--- config.mk ---
export PLATFORM = sky130hd
export DESIGN_NAME = ctrl_seq
export DESIGN_NICKNAME = d
export VERILOG_FILES = /design/src/rtl/isa_pkg.sv /design/src/rtl/ctrl_decode.sv /design/src/rtl/ctrl_seq.sv
export SDC_FILE = /design/constraint.sdc
export NUM_CORES = 1
export LEC_CHECK = 0
export CAP_MARGIN = 20
export CORE_MARGIN = 5
export CORE_UTILIZATION = 36
export CTS_CLUSTER_DIAMETER = 60
export CTS_CLUSTER_SIZE = 10
export DETAILED_ROUTE_END_ITERATION = 8
export PLACE_DENSITY_LB_ADDON = 0.3
export RECOVER_POWER = 25
export SKIP_LAST_GASP = 1
export SYNTH_ARGS = -nofsm -noshare
export SYNTH_HDL_FRONTEND = slang
export SYNTH_SLANG_ARGS = --single-unit
--- constraint.sdc ---
create_clock -name clk -period 4.01 [get_ports clk]
set_input_delay 1.203 -clock clk [delete_from_list [all_inputs] [get_ports clk]]
set_output_delay 1.203 -clock clk [all_outputs]
set_load 0.01 [all_outputs]
--- src/rtl/isa_pkg.sv ---
// ---------------------------------------------------------------------------
// isa_pkg
// Shared ISA encodings for the RISC core control path.
//   - Instruction type codes, carried in inst[2:0].
//   - Function codes, carried in inst[6:3].
//   - State encoding for the register-window spill/fill sequencer.
// No ports; imported by ctrl_decode, ctrl_seq and the testbench.
// ---------------------------------------------------------------------------
package isa_pkg;

    // Instruction type codes (inst[2:0]); 3'd6 and 3'd7 are unassigned.
    localparam logic [2:0] R_TYPE = 3'd0;
    localparam logic [2:0] I_TYPE = 3'd1;
    localparam logic [2:0] B_TYPE = 3'd2;
    localparam logic [2:0] J_TYPE = 3'd3;
    localparam logic [2:0] M_TYPE = 3'd4;
    localparam logic [2:0] S_TYPE = 3'd5;

    // Function codes (inst[6:3]).
    localparam logic [3:0] JUMP  = 4'd0;
    localparam logic [3:0] LOAD  = 4'd1;
    localparam logic [3:0] STORE = 4'd2;
    localparam logic [3:0] CALL  = 4'd3;
    localparam logic [3:0] RET   = 4'd4;

    // Spill/fill sequencer states.
    typedef enum logic [1:0] {
        IDLE      = 2'd0,
        SPILL     = 2'd1,
        FILL      = 2'd2,
        FILL_LAST = 2'd3
    } seq_state_t;

endpackage

--- src/rtl/ctrl_decode.sv ---
// ---------------------------------------------------------------------------
// ctrl_decode
// Purely combinational instruction decode. Outputs are ungated; the parent
// masks them with stall and inst_valid.
// Ports:
//   inst_lo   in  7  low instruction bits: type = [2:0], funct = [6:3]
//   ccr       in  4  condition-code flags
//   pc_sel, b_sel, dmem_we, wb_sel, reg_we  out  raw decode controls
//   is_call, is_ret  out  S_TYPE CALL / RET recognised
// ---------------------------------------------------------------------------
module ctrl_decode
    import isa_pkg::*;
(
    input  logic [6:0] inst_lo,
    input  logic [3:0] ccr,
    output logic       pc_sel,
    output logic       b_sel,
    output logic       dmem_we,
    output logic       wb_sel,
    output logic       reg_we,
    output logic       is_call,
    output logic       is_ret
);

    logic [2:0] inst_type;
    logic [3:0] funct;

    assign inst_type = inst_lo[2:0];
    assign funct     = inst_lo[6:3];

    always_comb begin
        pc_sel  = 1'b0;
        b_sel   = 1'b0;
        dmem_we = 1'b0;
        wb_sel  = 1'b0;
        reg_we  = 1'b0;
        is_call = 1'b0;
        is_ret  = 1'b0;
        case (inst_type)
            R_TYPE: reg_we = 1'b1;
            I_TYPE: begin
                b_sel  = 1'b1;
                reg_we = 1'b1;
            end
            // Branch: inst[4:3] selects a flag, inst[5] inverts the sense.
            B_TYPE: pc_sel = ccr[inst_lo[4:3]] ^ inst_lo[5];
            J_TYPE: begin
                if (funct == JUMP) begin
                    pc_sel = 1'b1;
                    reg_we = 1'b1;
                end
            end
            M_TYPE: begin
                if (funct == LOAD) begin
                    b_sel  = 1'b1;
                    wb_sel = 1'b1;
                    reg_we = 1'b1;
                end else if (funct == STORE) begin
                    b_sel   = 1'b1;
                    dmem_we = 1'b1;
                end
            end
            // Window instructions drive no datapath controls; only the
            // sequencer reacts to them.
            S_TYPE: begin
                is_call = (funct == CALL);
                is_ret  = (funct == RET);
            end
            default: ;
        endcase
    end

endmodule

--- src/rtl/ctrl_seq.sv ---
// ---------------------------------------------------------------------------
// ctrl_seq
// Control unit: gated instruction decode plus a register-window spill/fill
// sequencer. CALL stalls the pipeline and writes NREG registers to the stack;
// RET reads them back. Nesting is bounded by a frame counter (depth) that
// raises ovf/unf instead of starting a sequence.
// Ports:
//   clk, rst_n        clock (rising edge), async active-low reset
//   inst, inst_valid  current instruction and its valid
//   ccr               condition-code flags
//   pc_sel, b_sel, dmem_we, wb_sel, reg_we  decode controls (0 while stalled)
//   stall             sequencer busy
//   seq_rf_addr/we    register-file index / write enable for the sequencer
//   seq_mem_addr/we   stack word address / write enable
//   sp, depth         stack pointer and nesting level
//   call_done, ret_done, ovf, unf  one-cycle status pulses
// ---------------------------------------------------------------------------
module ctrl_seq
    import isa_pkg::*;
#(
    parameter int XLEN       = 32,
    parameter int NREG       = 16,
    parameter int SP_W       = 16,
    parameter int DEPTH      = 8,
    parameter int STACK_BASE = 0
) (
    input  logic                       clk,
    input  logic                       rst_n,
    input  logic [XLEN-1:0]            inst,
    input  logic                       inst_valid,
    input  logic [3:0]                 ccr,
    output logic                       pc_sel,
    output logic                       b_sel,
    output logic                       dmem_we,
    output logic                       wb_sel,
    output logic                       reg_we,
    output logic                       stall,
    output logic [$clog2(NREG)-1:0]    seq_rf_addr,
    output logic                       seq_rf_we,
    output logic [SP_W-1:0]            seq_mem_addr,
    output logic                       seq_mem_we,
    output logic [SP_W-1:0]            sp,
    output logic [$clog2(DEPTH+1)-1:0] depth,
    output logic                       call_done,
    output logic                       ret_done,
    output logic                       ovf,
    output logic                       unf
);

    localparam int SC_W    = $clog2(NREG);
    localparam int DEPTH_W = $clog2(DEPTH+1);

    localparam logic [SC_W-1:0]    SC_LAST   = SC_W'(NREG-1);
    localparam logic [SP_W-1:0]    FRAME     = SP_W'(NREG);
    localparam logic [SP_W-1:0]    SP_RESET  = SP_W'(STACK_BASE);
    localparam logic [DEPTH_W-1:0] DEPTH_MAX = DEPTH_W'(DEPTH);

    seq_state_t      state;
    logic [SC_W-1:0] sc;
    logic [SC_W-1:0] sc_next;
    logic [SP_W-1:0] sp_pop;

    logic dec_pc_sel, dec_b_sel, dec_dmem_we, dec_wb_sel, dec_reg_we;
    logic dec_call, dec_ret;
    logic dec_gate;

    // Only the low seven bits carry type/funct; the rest belong to the
    // datapath (register fields, immediates).
    logic unused_inst_hi;
    assign unused_inst_hi = ^inst[XLEN-1:7];

    ctrl_decode u_decode (
        .inst_lo (inst[6:0]),
        .ccr     (ccr),
        .pc_sel  (dec_pc_sel),
        .b_sel   (dec_b_sel),
        .dmem_we (dec_dmem_we),
        .wb_sel  (dec_wb_sel),
        .reg_we  (dec_reg_we),
        .is_call (dec_call),
        .is_ret  (dec_ret)
    );

    // While the sequencer owns the register file and memory port, the
    // instruction in decode must not side-effect anything.
    assign dec_gate = inst_valid & ~stall;
    assign pc_sel   = dec_pc_sel  & dec_gate;
    assign b_sel    = dec_b_sel   & dec_gate;
    assign dmem_we  = dec_dmem_we & dec_gate;
    assign wb_sel   = dec_wb_sel  & dec_gate;
    assign reg_we   = dec_reg_we  & dec_gate;

    assign sc_next = sc + SC_W'(1);
    assign sp_pop  = sp - FRAME;

    // Sequencer. All outputs are registered so each one reflects the step
    // the FSM is in. On RET, sp is lowered on entry so the fill addresses
    // are sp+sc just like the spill; the register-file write trails the
    // memory address by one cycle to cover the read latency, which is why
    // FILL_LAST exists.
    always_ff @(posedge clk or negedge rst_n) begin
        if (!rst_n) begin
            state        <= IDLE;
            sc           <= '0;
            sp           <= SP_RESET;
            depth        <= '0;
            stall        <= 1'b0;
            seq_rf_addr  <= '0;
            seq_rf_we    <= 1'b0;
            seq_mem_addr <= '0;
            seq_mem_we   <= 1'b0;
            call_done    <= 1'b0;
            ret_done     <= 1'b0;
            ovf          <= 1'b0;
            unf          <= 1'b0;
        end else begin
            call_done <= 1'b0;
            ret_done  <= 1'b0;
            ovf       <= 1'b0;
            unf       <= 1'b0;
            case (state)
                IDLE: begin
                    if (inst_valid && dec_call) begin
                        if (depth == DEPTH_MAX) begin
                            ovf <= 1'b1;
                        end else begin
                            state        <= SPILL;
                            sc           <= '0;
                            stall        <= 1'b1;
                            seq_mem_we   <= 1'b1;
                            seq_mem_addr <= sp;
                            seq_rf_addr  <= '0;
                        end
                    end else if (inst_valid && dec_ret) begin
                        if (depth == '0) begin
                            unf <= 1'b1;
                        end else begin
                            state        <= FILL;
                            sc           <= '0;
                            sp           <= sp_pop;
                            stall        <= 1'b1;
                            seq_rf_we    <= 1'b0;
                            seq_mem_addr <= sp_pop;
                        end
                    end
                end
                SPILL: begin
                    if (sc == SC_LAST) begin
                        state      <= IDLE;
                        sc         <= '0;
                        stall      <= 1'b0;
                        seq_mem_we <= 1'b0;
                        sp         <= sp + FRAME;
                        depth      <= depth + DEPTH_W'(1);
                    end else begin
                        sc           <= sc_next;
                        seq_rf_addr  <= sc_next;
                        seq_mem_addr <= sp + SP_W'(sc_next);
                        call_done    <= (sc_next == SC_LAST);
                    end
                end
                FILL: begin
                    seq_rf_we   <= 1'b1;
                    seq_rf_addr <= sc;
                    if (sc == SC_LAST) begin
                        state    <= FILL_LAST;
                        sc       <= '0;
                        ret_done <= 1'b1;
                    end else begin
                        sc           <= sc_next;
                        seq_mem_addr <= sp + SP_W'(sc_next);
                    end
                end
                FILL_LAST: begin
                    state     <= IDLE;
                    stall     <= 1'b0;
                    seq_rf_we <= 1'b0;
                    depth     <= depth - DEPTH_W'(1);
                end
                default: state <= IDLE;
            endcase
        end
    end

endmodule

==> results.json, run 1 <==
{
  "status": "complete, no violations",
  "fp.dieW_microns": 104,
  "pin_count_of_the_biggest_net_entering_global_routing": 29,
  "worst_path_max_delay_cell": "mux4_2",
  "vias_in_the_first_global_route": 2632,
  "design.core.area_sq_mm": 0.00864,
  "dpl.hpwl_microns": 5670,
  "clock_latency_ns": 0.29,
  "routed_wire_length_per_instance_microns": 15.2,
  "finish.instance_area_sq_mm": 0.00398,
  "timing.hold.worst.class": "register to register",
  "unrepaired_setup_endpoints_after_global_routing": "yes",
  "cts_root_buf": "clkbuf_8",
  "worstHoldPathCells": 2,
  "finish.utilization_pct": 46.0,
  "critical-path-max-stage-delay_ns": 0.47,
  "asyncSetResetFlopFracSynth_pct": 100,
  "internal-power_w": 0.00167,
  "cts_setup_buffers": 0,
  "hold_viol": 0,
  "syn_avg_cell_area_sq_um": 9.44,
  "power.static_leakage_nw": 1.74,
  "cts.sink_count": 49,
  "post_dp_cell_area_sq_mm": 0.00389,
  "cellPowerDensity_mw_per_mm2": 743,
  "pwr-share-seq_pct": 32.1,
  "drc_errors": 0,
  "regToRegEndpoint": "seq_mem_addr[7]",
  "layout-area-overhead-vs-synth_pct": 25.3,
  "worstSetupStartpointType": "input pin",
  "vias_after_detailed_routing": 2660,
  "final_min_period_over_clock_period_pct": 100,
  "net_switching_fraction_of_the_power_pct": 43.5,
  "pre_cts_slack_ns": -0.663,
  "min-delay-start": "seq_rf_addr[0]",
  "number_of_inserted_diodes": 0,
  "timing.setup.critical_path_class": "input pin to primary output",
  "die_h_microns": 104,
  "worstPathRequired_ns": 2.81,
  "drt-initial-drc-count": 167,
  "final_antenna_net_count": 0,
  "synth_cells": 336,
  "yosysUniqueCellTypes": 59,
  "ys.flop_type": "dfrtp_1",
  "finalWeightedCongestion": 0.872,
  "grt_pass1_wl_microns": 12800,
  "mappedNetlistArea_sq_mm": 0.00317,
  "vias_per_cell": 5.32,
  "wl_final_microns": 7620,
  "synth_edf_count": 0,
  "layout_cells_sized_above_1_pct": 9.44,
  "power.ir.vdd_worst_mv": 0.276,
  "tightestPinTransition_ns": 1.45,
  "cts-buffers-inserted": 5,
  "regToRegSetupSlack_ns": 1.43,
  "maxSlewViolCount": 0,
  "worst-path-max-fanout": 1,
  "tritoncts": "built",
  "period_minus_slack_ns": 4.01,
  "number_of_fill_cells": 821,
  "r2r_cells": 4,
  "timing.critical_path.cells": "clkdlybuf4s50_1, mux4_2, xnor2_1, o21a_1, nor4b_2, buf_2",
  "setup_viol_count_final": 0,
  "power_switching_w": 0.00129,
  "die_area_sq_mm": 0.0108,
  "multi_input_area_sq_mm": 0.00181,
  "clk_pin_slew_ns": 0.08,
  "yosysTopAreaCell": "dfrtp_1",
  "placementRows": 34,
  "port-buffer-count": 61,
  "endpoint_kind": "primary output",
  "initial_antenna_violation_count": 0,
  "synth_sequential_area_ratio_pct": 38.6,
  "synth_largest_type_area_fraction_pct": 38.6,
  "p_clk_share_pct": 9.1,
  "global_route.usage.total_pct": 14.0,
  "io_pins": 91,
  "yosysWarnings": 0,
  "cells_taking_the_most_area_after_synthesis": "dfrtp_1, xnor2_1, ha_1",
  "drtPass1Iterations": 4,
  "clock-skew-final_ns": 0.00866,
  "synth_seq_cells": 49,
  "layout.nets": 446,
  "maxCapViolCount": 0,
  "maxSlewHeadroom_pct": 3.40,
  "gr-total-overflow": 0,
  "crit-reg2reg-launch": "sc[0]",
  "register_area_sq_mm": 0.00123,
  "clk_path_buf_depth": 2,
  "final.setup.tns_ns": 0,
  "whs_endpoint": "seq_rf_addr[0]",
  "cp.arrival_ns": 2.81,
  "p_comb_share_pct": 58.8,
  "initial_utilization_pct": 36.7,
  "timing.final.ws_setup_ns": 0.000794,
  "maximum_clock_frequency_ghz": 0.249,
  "cts-htree-levels": 2
}
==> per-stage QoR <==
stage	hold WS, ns	cells	total power [W]
final	0.481	500	0.00296
after global routing	0.518	500	0.00320
after CTS	0.491	500	0.00299
after detailed placement	0.472	494	0.00270
after global placement	0.464	494	0.00266
after floorplan	0.516	339	0.00209
==> area by class of cell <==
type                       count  share of cell area (%)
sequential                    49                    30.8
multi-input combinational    253                    45.5
clock buffer                   5                    1.73
tap                          108                    3.40
clock inverter                 1                   0.126
inverter                      12                    1.13
timing repair buffer          72                    17.3
==> kinds of logic (layout without fill, tap and decap cells) <==
group,count (synthesis),in the layout,share of synthesized area [%]
AO/OA/AOI/OAI,68,68,15.1
flip-flops,49,49,38.6
multiplexers,15,15,6.78
AND/OR/NAND/NOR,123,123,20.4
other,1,4,0.118
buffers and inverters,37,90,5.24
adder cells (fa/ha/maj),14,14,5.76
XOR/XNOR,29,29,8.00
==> power by group through the flow <==
stage / combinational [W] / sequential, W / clock, W
after CTS: 0.00175 / 0.000951 / 0.000284
after global placement: 0.00171 / 0.000952 / 0
after floorplan: 0.00117 / 0.000924 / 0
after detailed placement: 0.00174 / 0.000961 / 0
after global routing: 0.00191 / 0.000991 / 0.000296
final: 0.00174 / 0.000950 / 0.000269
==> placed cells by master, fill, tap and decap left out, drive strengths merged, types with 5 or more instances in the layout <==
cell,count
buf,11
inv,12
clkbuf,7
nand2b,5
nand3,12
nand4,5
nor4,10
clkdlybuf4s50,54
mux2,12
xnor2,20
a21oi,9
xor2,9
nand2,35
o21ai,20
dfrtp,49
nor3,7
nor2,26
a31oi,6
ha,13
==> synthesized netlist by cell type (3+ instances only) <==
| cell type | n |
|---|---|
| o21ai_0 | 18 |
| a21oi_1 | 9 |
| nor4b_1 | 3 |
| buf_4 | 4 |
| nand4_1 | 5 |
| dfrtp_1 | 49 |
| nand3_1 | 12 |
| mux2_4 | 10 |
| inv_1 | 12 |
| nand2b_1 | 5 |
| clkbuf_1 | 16 |
| nor2b_1 | 3 |
| a21o_1 | 4 |
| a31oi_1 | 6 |
| nor2_1 | 26 |
| a221o_1 | 4 |
| and2_1 | 3 |
| ha_1 | 13 |
| buf_2 | 3 |
| nand2_1 | 35 |
| xnor2_1 | 20 |
| a2bb2oi_1 | 3 |
| nor4_1 | 9 |
| xor2_1 | 9 |
| nor3_1 | 7 |
==> flip-flops by register name (all words and copies together) (netlist names), 2 cells and up <==
name / flops
sp: 12
state: 2
depth: 4
sc: 4
seq_rf_addr: 4
seq_mem_addr: 16
==> worst max-delay path: cells and delay by family <==
family | cells | cell delay (ns)
AOI/OAI and AO/OA | 1 | 0.19
and+or+nand+nor | 1 | 0.21
buffers and inverters | 2 | 0.57
muxes | 1 | 0.47
xor gates and xnor gates | 1 | 0.16
==> worst max path at each step <==
| stage | from | to | slack [ns] |
|---|---|---|---|
| after floorplan | inst[3] | pc_sel | 0.17 |
| after global placement | inst[3] | pc_sel | -0.60 |
| after detailed placement | inst[3] | pc_sel | -0.66 |
| after CTS | inst[3] | pc_sel | -0.20 |
| after global routing | ccr[3] | pc_sel | -0.11 |
| final | ccr[3] | pc_sel | 0.0008 |
==> repair_timing <==
item                                   in CTS  in global routing
hold buffers                                0                  0
pin swaps                                   0                  1
setup endpoints to repair                   5                  5
gates resized for setup                     7                  6
endpoints found under the hold margin       0                  0
==> per-layer routing <==
metal	share of wire (%)	up-vias	global-route usage, %
li1	-	1304	-
met5	0	-	0
met4	1.4	0	4.07
met3	5.2	7	2.67
met2	46	83	23.4
met1	47	1266	18.5
Note: power is estimated with default switching activity, not from simulation.
==> run 2, diff against run 1 <==
CELL_PAD_IN_SITES_DETAIL_PLACEMENT = 2   (was default)
CELL_PAD_IN_SITES_GLOBAL_PLACEMENT = 2   (was default)
CORE_UTILIZATION = 29   (was 36)
==> run 2 against run 1 <==
Total power up 5.0%. Global-route usage rose by 1.1 points. Final area up 3.0%. Sequential power is 2% higher. Clock power is 20% higher. Utilization decreased by 8.1 points. Non-clock buffer count grew 4. Flip-flop and latch count is the same. Highest routed layer unchanged.
==> results.json, run 2 (synthesis gave the netlist of run 1 again) <==
{
  "status": "complete, no violations",
  "tightestPinTransition_ns": 1.48,
  "number_of_fill_cells": 1188,
  "layout.nets": 450,
  "layout_cells_sized_above_1_pct": 11.8,
  "net_switching_fraction_of_the_power_pct": 45.0,
  "clock-skew-final_ns": 0.0175,
  "pin_count_of_the_biggest_net_entering_global_routing": 29,
  "final.setup.tns_ns": 0,
  "pre_cts_slack_ns": -0.639,
  "power.static_leakage_nw": 1.79,
  "vias_in_the_first_global_route": 3025,
  "power.ir.vdd_worst_mv": 0.273,
  "maxSlewHeadroom_pct": 1.60,
  "maxCapViolCount": 0,
  "clk_path_buf_depth": 2,
  "pwr-share-seq_pct": 31.1,
  "vias_after_detailed_routing": 2787,
  "maximum_clock_frequency_ghz": 0.252,
  "placedCellCount": 528,
  "maxSlewViolCount": 0,
  "final_min_period_over_clock_period_pct": 98.9,
  "worstPathRequired_ns": 2.81,
  "worst-path-max-fanout": 2,
  "drt-initial-drc-count": 68,
  "vias_per_cell": 5.18,
  "port-buffer-count": 61,
  "totalPowerFinal_w": 0.00310,
  "cts.sink_count": 49,
  "largestRegisters": "seq_mem_addr x16, sp x12",
  "cell_class_contributing_the_biggest_share_of_worst_path_delay": "multiplexers",
  "cp.arrival_ns": 2.76,
  "final_antenna_net_count": 0,
  "p_clk_share_pct": 10.4,
  "dpl.hpwl_microns": 7330,
  "cellPowerDensity_mw_per_mm2": 758,
  "power_switching_w": 0.00140,
  "setup_viol_count_final": 0,
  "timing.final.ws_setup_ns": 0.0448,
  "cts-htree-levels": 2,
  "worstSetupStartpointType": "input pin",
  "layout-area-overhead-vs-synth_pct": 29.0,
  "cts-hold-fix-buffers": 0,
  "gr-total-overflow": 0,
  "clock_latency_ns": 0.31,
  "finalWeightedCongestion": 0.760,
  "initial_antenna_violation_count": 0,
  "timing.hold.worst.class": "register to register",
  "cts-buffers-inserted": 5,
  "commonest_non_fill_non_tap_cell_in_the_layout": "dfrtp_1",
  "number_of_inserted_diodes": 0,
  "die_h_microns": 115,
  "critical-path-max-stage-delay_ns": 0.54,
  "finish.utilization_pct": 37.9,
  "endpoint_kind": "primary output",
  "drc_errors": 0,
  "instances_no_fill": 538,
  "largest_reg_flops": 16,
  "drtPass1Iterations": 4,
  "p_comb_share_pct": 58.5,
  "worst_path_max_delay_cell": "mux4_2",
  "largest-register": "seq_mem_addr",
  "tritoncts": "built",
  "design.core.area_sq_mm": 0.0108,
  "placementRows": 38,
  "most_frequent_cells_in_the_layout": "dfrtp_1, clkdlybuf4s50_1, nand2_1",
  "regToRegSetupSlack_ns": 1.45,
  "fp.dieW_microns": 115,
  "cts_root_buf": "clkbuf_8",
  "routed_wire_length_per_instance_microns": 18.3,
  "clk_pin_slew_ns": 0.10,
  "internal-power_w": 0.00171,
  "grt_pass1_wl_microns": 16000,
  "period_minus_slack_ns": 3.97,
  "timing.critical_path.cells": "dlygate4sd2_1, mux4_2, xnor2_2, o21a_1, nor4b_2, buf_2",
  "timing.setup.critical_path_class": "input pin to primary output",
  "critical_path.n_buffers_inverters": 2,
  "hold_viol": 0,
  "io_pins": 91,
  "die_area_sq_mm": 0.0131,
  "wl_final_microns": 9860,
  "global_route.usage.total_pct": 15.1,
  "initial_utilization_pct": 29.4
}
run 2: cell types whose count changed in the layout (fill, tap and decap cells not counted), sizes merged:
cell	change
clkdlybuf4s50	-7
clkinv	+1
dlymetal6s2s	+3
dlygate4sd2	+3
clkbuf	+1
clkdlybuf4s15	+1
buf	+4
run 2: path summary, 6_finish.rpt:
| path | startpoint | end | cells after the start |
|---|---|---|---|
| max | inst[3] | pc_sel | 6 |
| min reg2reg | seq_rf_addr[0] | seq_rf_addr[0] | 2 |
| max reg2reg | state[0] | seq_mem_addr[8] | 5 |
| min in group asynchronous | rst_n | seq_mem_addr[6] | 1 |
| min | seq_rf_addr[0] | seq_rf_addr[0] | 2 |
| max in group asynchronous | rst_n | stall | 2 |
run 2: power by group through the flow:
stage                     Sequential (W)  Combinational (W)  Clock, W
after detailed placement        0.000981            0.00183         0
final                           0.000966            0.00181  0.000324
after global placement          0.000969            0.00177         0
after global routing             0.00101            0.00199  0.000366
after CTS                       0.000972            0.00184  0.000340
after floorplan                 0.000924            0.00117         0
run 2: what timing repair did:
item,in CTS,in global routing
pin swaps,1,4
resized for setup,16,10
setup buffers,0,2
setup endpoints to repair,5,3
run 2: layout make-up:
type                    count  area [sq um]  share of cell area (%)
multi-input cells         253          1830                    44.7
well taps                 140           175                    4.28
flip-flops and latches     49          1230                    30.0
clock buffers               6          82.6                    2.02
clock inverters             2          13.8                   0.336
inverters                  12          45.0                    1.10
repair buffers             76           722                    17.6
run 2: metrics by stage:
step	hold WS (ns)	cell area (sq um)
after floorplan	0.516	3180
after global placement	0.474	3940
after detailed placement	0.498	3940
after CTS	0.521	4050
after global routing	0.545	4090
final	0.508	4090
run 2: tightest hold or removal path, cell delays in order (launching register included):
cell and delay, ns:
dfrtp_1 0.36, nand2_1 0.05, o21ai_0 0.06
run 2: layer usage:
metal | vias up | share of wire, % | GRT usage, %
li1 | 1309 | - | -
met1 | 1436 | 46 | 19.4
met2 | 36 | 51 | 27.0
met5 | - | 0 | 0
met4 | 0 | 0.72 | 2.69
met3 | 6 | 2.5 | 2.27
==> run 3, diff against run 2 <==
REMOVE_ABC_BUFFERS = 1   (was default)
==> run 3 against run 2 <==
The flow now finishes with violations (capacitance limit, slew limit). Setup slack better by 0.019 ns. Die area unchanged. Clock power about the same. Hold slack about the same. Sequential share of layout area grew 0.14 points. Routed wire length down 0.15%. Count of clock-buffer cells in the layout stayed put. Utilization down 0.17 points. Sequential power down 0.6%. Final area is 0.46% lower. Global-route usage increased by 0.25 points. Non-clock buffer count unchanged.
==> results.json, run 3 (synthesis gave the netlist of run 1 again) <==
{
  "status": "finished, violations left",
  "violated_checks": "capacitance limit, slew limit",
  "largest-register": "seq_mem_addr",
  "instances_no_fill": 538,
  "timing.hold.worst.class": "register to register",
  "critical_path.n_buffers_inverters": 2,
  "fp.dieW_microns": 115,
  "worst-path-max-fanout": 2,
  "clock_latency_ns": 0.32,
  "fin_hold_ws_ns": 0.508,
  "most_frequent_cells_in_the_layout": "dfrtp_1, clkdlybuf4s50_1, nand2_1",
  "initial_antenna_violation_count": 0,
  "unrepaired_setup_endpoints_after_global_routing": "yes",
  "drt-initial-drc-count": 102,
  "dpl.hpwl_microns": 7420,
  "cts.sink_count": 49,
  "maxSlewViolCount": 33,
  "io_pins": 91,
  "pin_count_of_the_biggest_net_entering_global_routing": 33,
  "gr-total-overflow": 0,
  "layout.nets": 450,
  "number_of_inserted_diodes": 0,
  "clk_pin_slew_ns": 0.09,
  "worst_path_max_delay_cell": "clkdlybuf4s50_1",
  "endpoint_kind": "primary output",
  "layout_cells_sized_above_1_pct": 11.6,
  "maximum_clock_frequency_ghz": 0.253,
  "number_of_fill_cells": 1206,
  "grt_pass1_wl_microns": 16200,
  "port-buffer-count": 61,
  "vias_in_the_first_global_route": 3080,
  "drtPass1Iterations": 4,
  "placedCellCount": 530,
  "layout-area-overhead-vs-synth_pct": 28.4,
  "clk_path_buf_depth": 2,
  "timing.setup.critical_path_class": "input pin to primary output",
  "finalWeightedCongestion": 0.774,
  "worstPathRequired_ns": 2.81,
  "global_route.usage.total_pct": 15.4,
  "drc_errors": 0,
  "cp.arrival_ns": 2.74,
  "cts-buffers-inserted": 5,
  "grt_use_met3_pct": 2.38,
  "final_antenna_net_count": 0,
  "placementRows": 38,
  "die_area_sq_mm": 0.0131,
  "globalRouteMet1Util_pct": 18.5,
  "power.ir.vdd_worst_mv": 0.302,
  "cell_class_contributing_the_biggest_share_of_worst_path_delay": "buffers and inverters",
  "vias_after_detailed_routing": 2769,
  "cts_root_buf": "clkbuf_8",
  "final_min_period_over_clock_period_pct": 98.4,
  "cts_setup_buffers": 0,
  "hold_viol": 0,
  "design.core.area_sq_mm": 0.0108,
  "maxCapViolCount": 1,
  "worstSetupStartpointType": "input pin",
  "cellPowerDensity_mw_per_mm2": 764,
  "clock-skew-final_ns": 0.00715,
  "cts-htree-levels": 2,
  "cts-hold-fix-buffers": 0,
  "routed_wire_length_per_instance_microns": 18.3,
  "die_h_microns": 115,
  "timing.critical_path.cells": "clkdlybuf4s50_1, mux4_2, xnor2_1, o21a_1, nor4b_2, buf_2",
  "critical-path-max-stage-delay_ns": 0.48,
  "wl_final_microns": 9850,
  "maxSlewHeadroom_pct": -19.3,
  "tritoncts": "built",
  "period_minus_slack_ns": 3.95,
  "largest_reg_flops": 16,
  "setup_viol_count_final": 0,
  "vias_per_cell": 5.15,
  "global_route.peak_usage_layer": "met2",
  "grt_use_met2_pct": 28.4,
  "power.static_leakage_nw": 1.77,
  "tightestPinTransition_ns": 1.79,
  "largestRegisters": "seq_mem_addr x16, sp x12",
  "initial_utilization_pct": 29.4
}
==> run 3: changes by cell type in the layout (fill, tap and decap cells not counted) <==
cell	previous run	this run
xnor2_2	1	0
clkbuf_2	0	1
clkdlybuf4s15_2	1	0
xnor2_1	19	20
clkdlybuf4s50_1	47	49
dlymetal6s2s_1	7	5
==> run 3: worst reg2reg max path: stages, from the launching register on <==
cell	delay [ns]
dfrtp_1	0.49
ha_1	0.37
and3_1	0.57
a211o_1	0.73
mux2_2	0.41
==> run 3: per-layer routing <==
layer | up-vias | routed length, microns
met5 | - | 0
met4 | 0 | 140
met2 | 39 | 5080
li1 | 1318 | -
met3 | 14 | 275
met1 | 1398 | 4350
==> run 3: worst paths after layout <==
| check | startpoint | endpoint | slack (ns) | cells past startpoint |
|---|---|---|---|---|
| worst min register to register | seq_rf_addr[2] | seq_rf_addr[2] | 0.51 | 2 |
| worst max-delay path | inst[4] | pc_sel | 0.06 | 6 |
| max in group asynchronous | rst_n | depth[0] | 0.88 | 2 |
| worst max register to register | sc[0] | seq_mem_addr[7] | 1.34 | 4 |
| min in group asynchronous | rst_n | seq_mem_addr[6] | 1.35 | 1 |
| worst min-delay path | seq_rf_addr[2] | seq_rf_addr[2] | 0.51 | 2 |
==> run 3: final cells by class <==
class | instances | area (sq um) | share of cell area (%)
Sequential cell | 49 | 1230 | 30.1
Clock buffer | 6 | 82.6 | 2.03
Tap cell | 140 | 175 | 4.30
Clock inverter | 2 | 13.8 | 0.338
Multi-Input combinational cell | 253 | 1820 | 44.7
Timing Repair Buffer | 76 | 711 | 17.4
Inverter | 12 | 45.0 | 1.11
==> run 3: where the power goes <==
group	total (W)	switching [W]	internal, W
clock network	0.000327	0.000186	0.000140
logic	0.00183	0.000939	0.000889
registers	0.000960	0.000274	0.000686
total	0.00311	0.00140	0.00172
==> run 3: metrics by stage <==
step / TNS (ns) / power, W / setup slack, ns / instance area, sq um / util, %
floorplan: 0 / 0.00203 / 0.359 / 3060 / -
global placement: -1.14 / 0.00274 / -0.607 / 3960 / 36.7
detailed placement: -1.54 / 0.00283 / -0.715 / 3960 / 36.7
CTS: -0.0412 / 0.00317 / -0.0412 / 4060 / 37.6
global route: -0.0288 / 0.00337 / -0.0288 / 4080 / 37.8
finish: 0 / 0.00311 / 0.0640 / 4080 / 37.8
==> run 3: timing repair <==
item,in CTS,in global routing
pin swaps,1,4
gates resized for setup,13,9
endpoints found under the setup margin,5,3
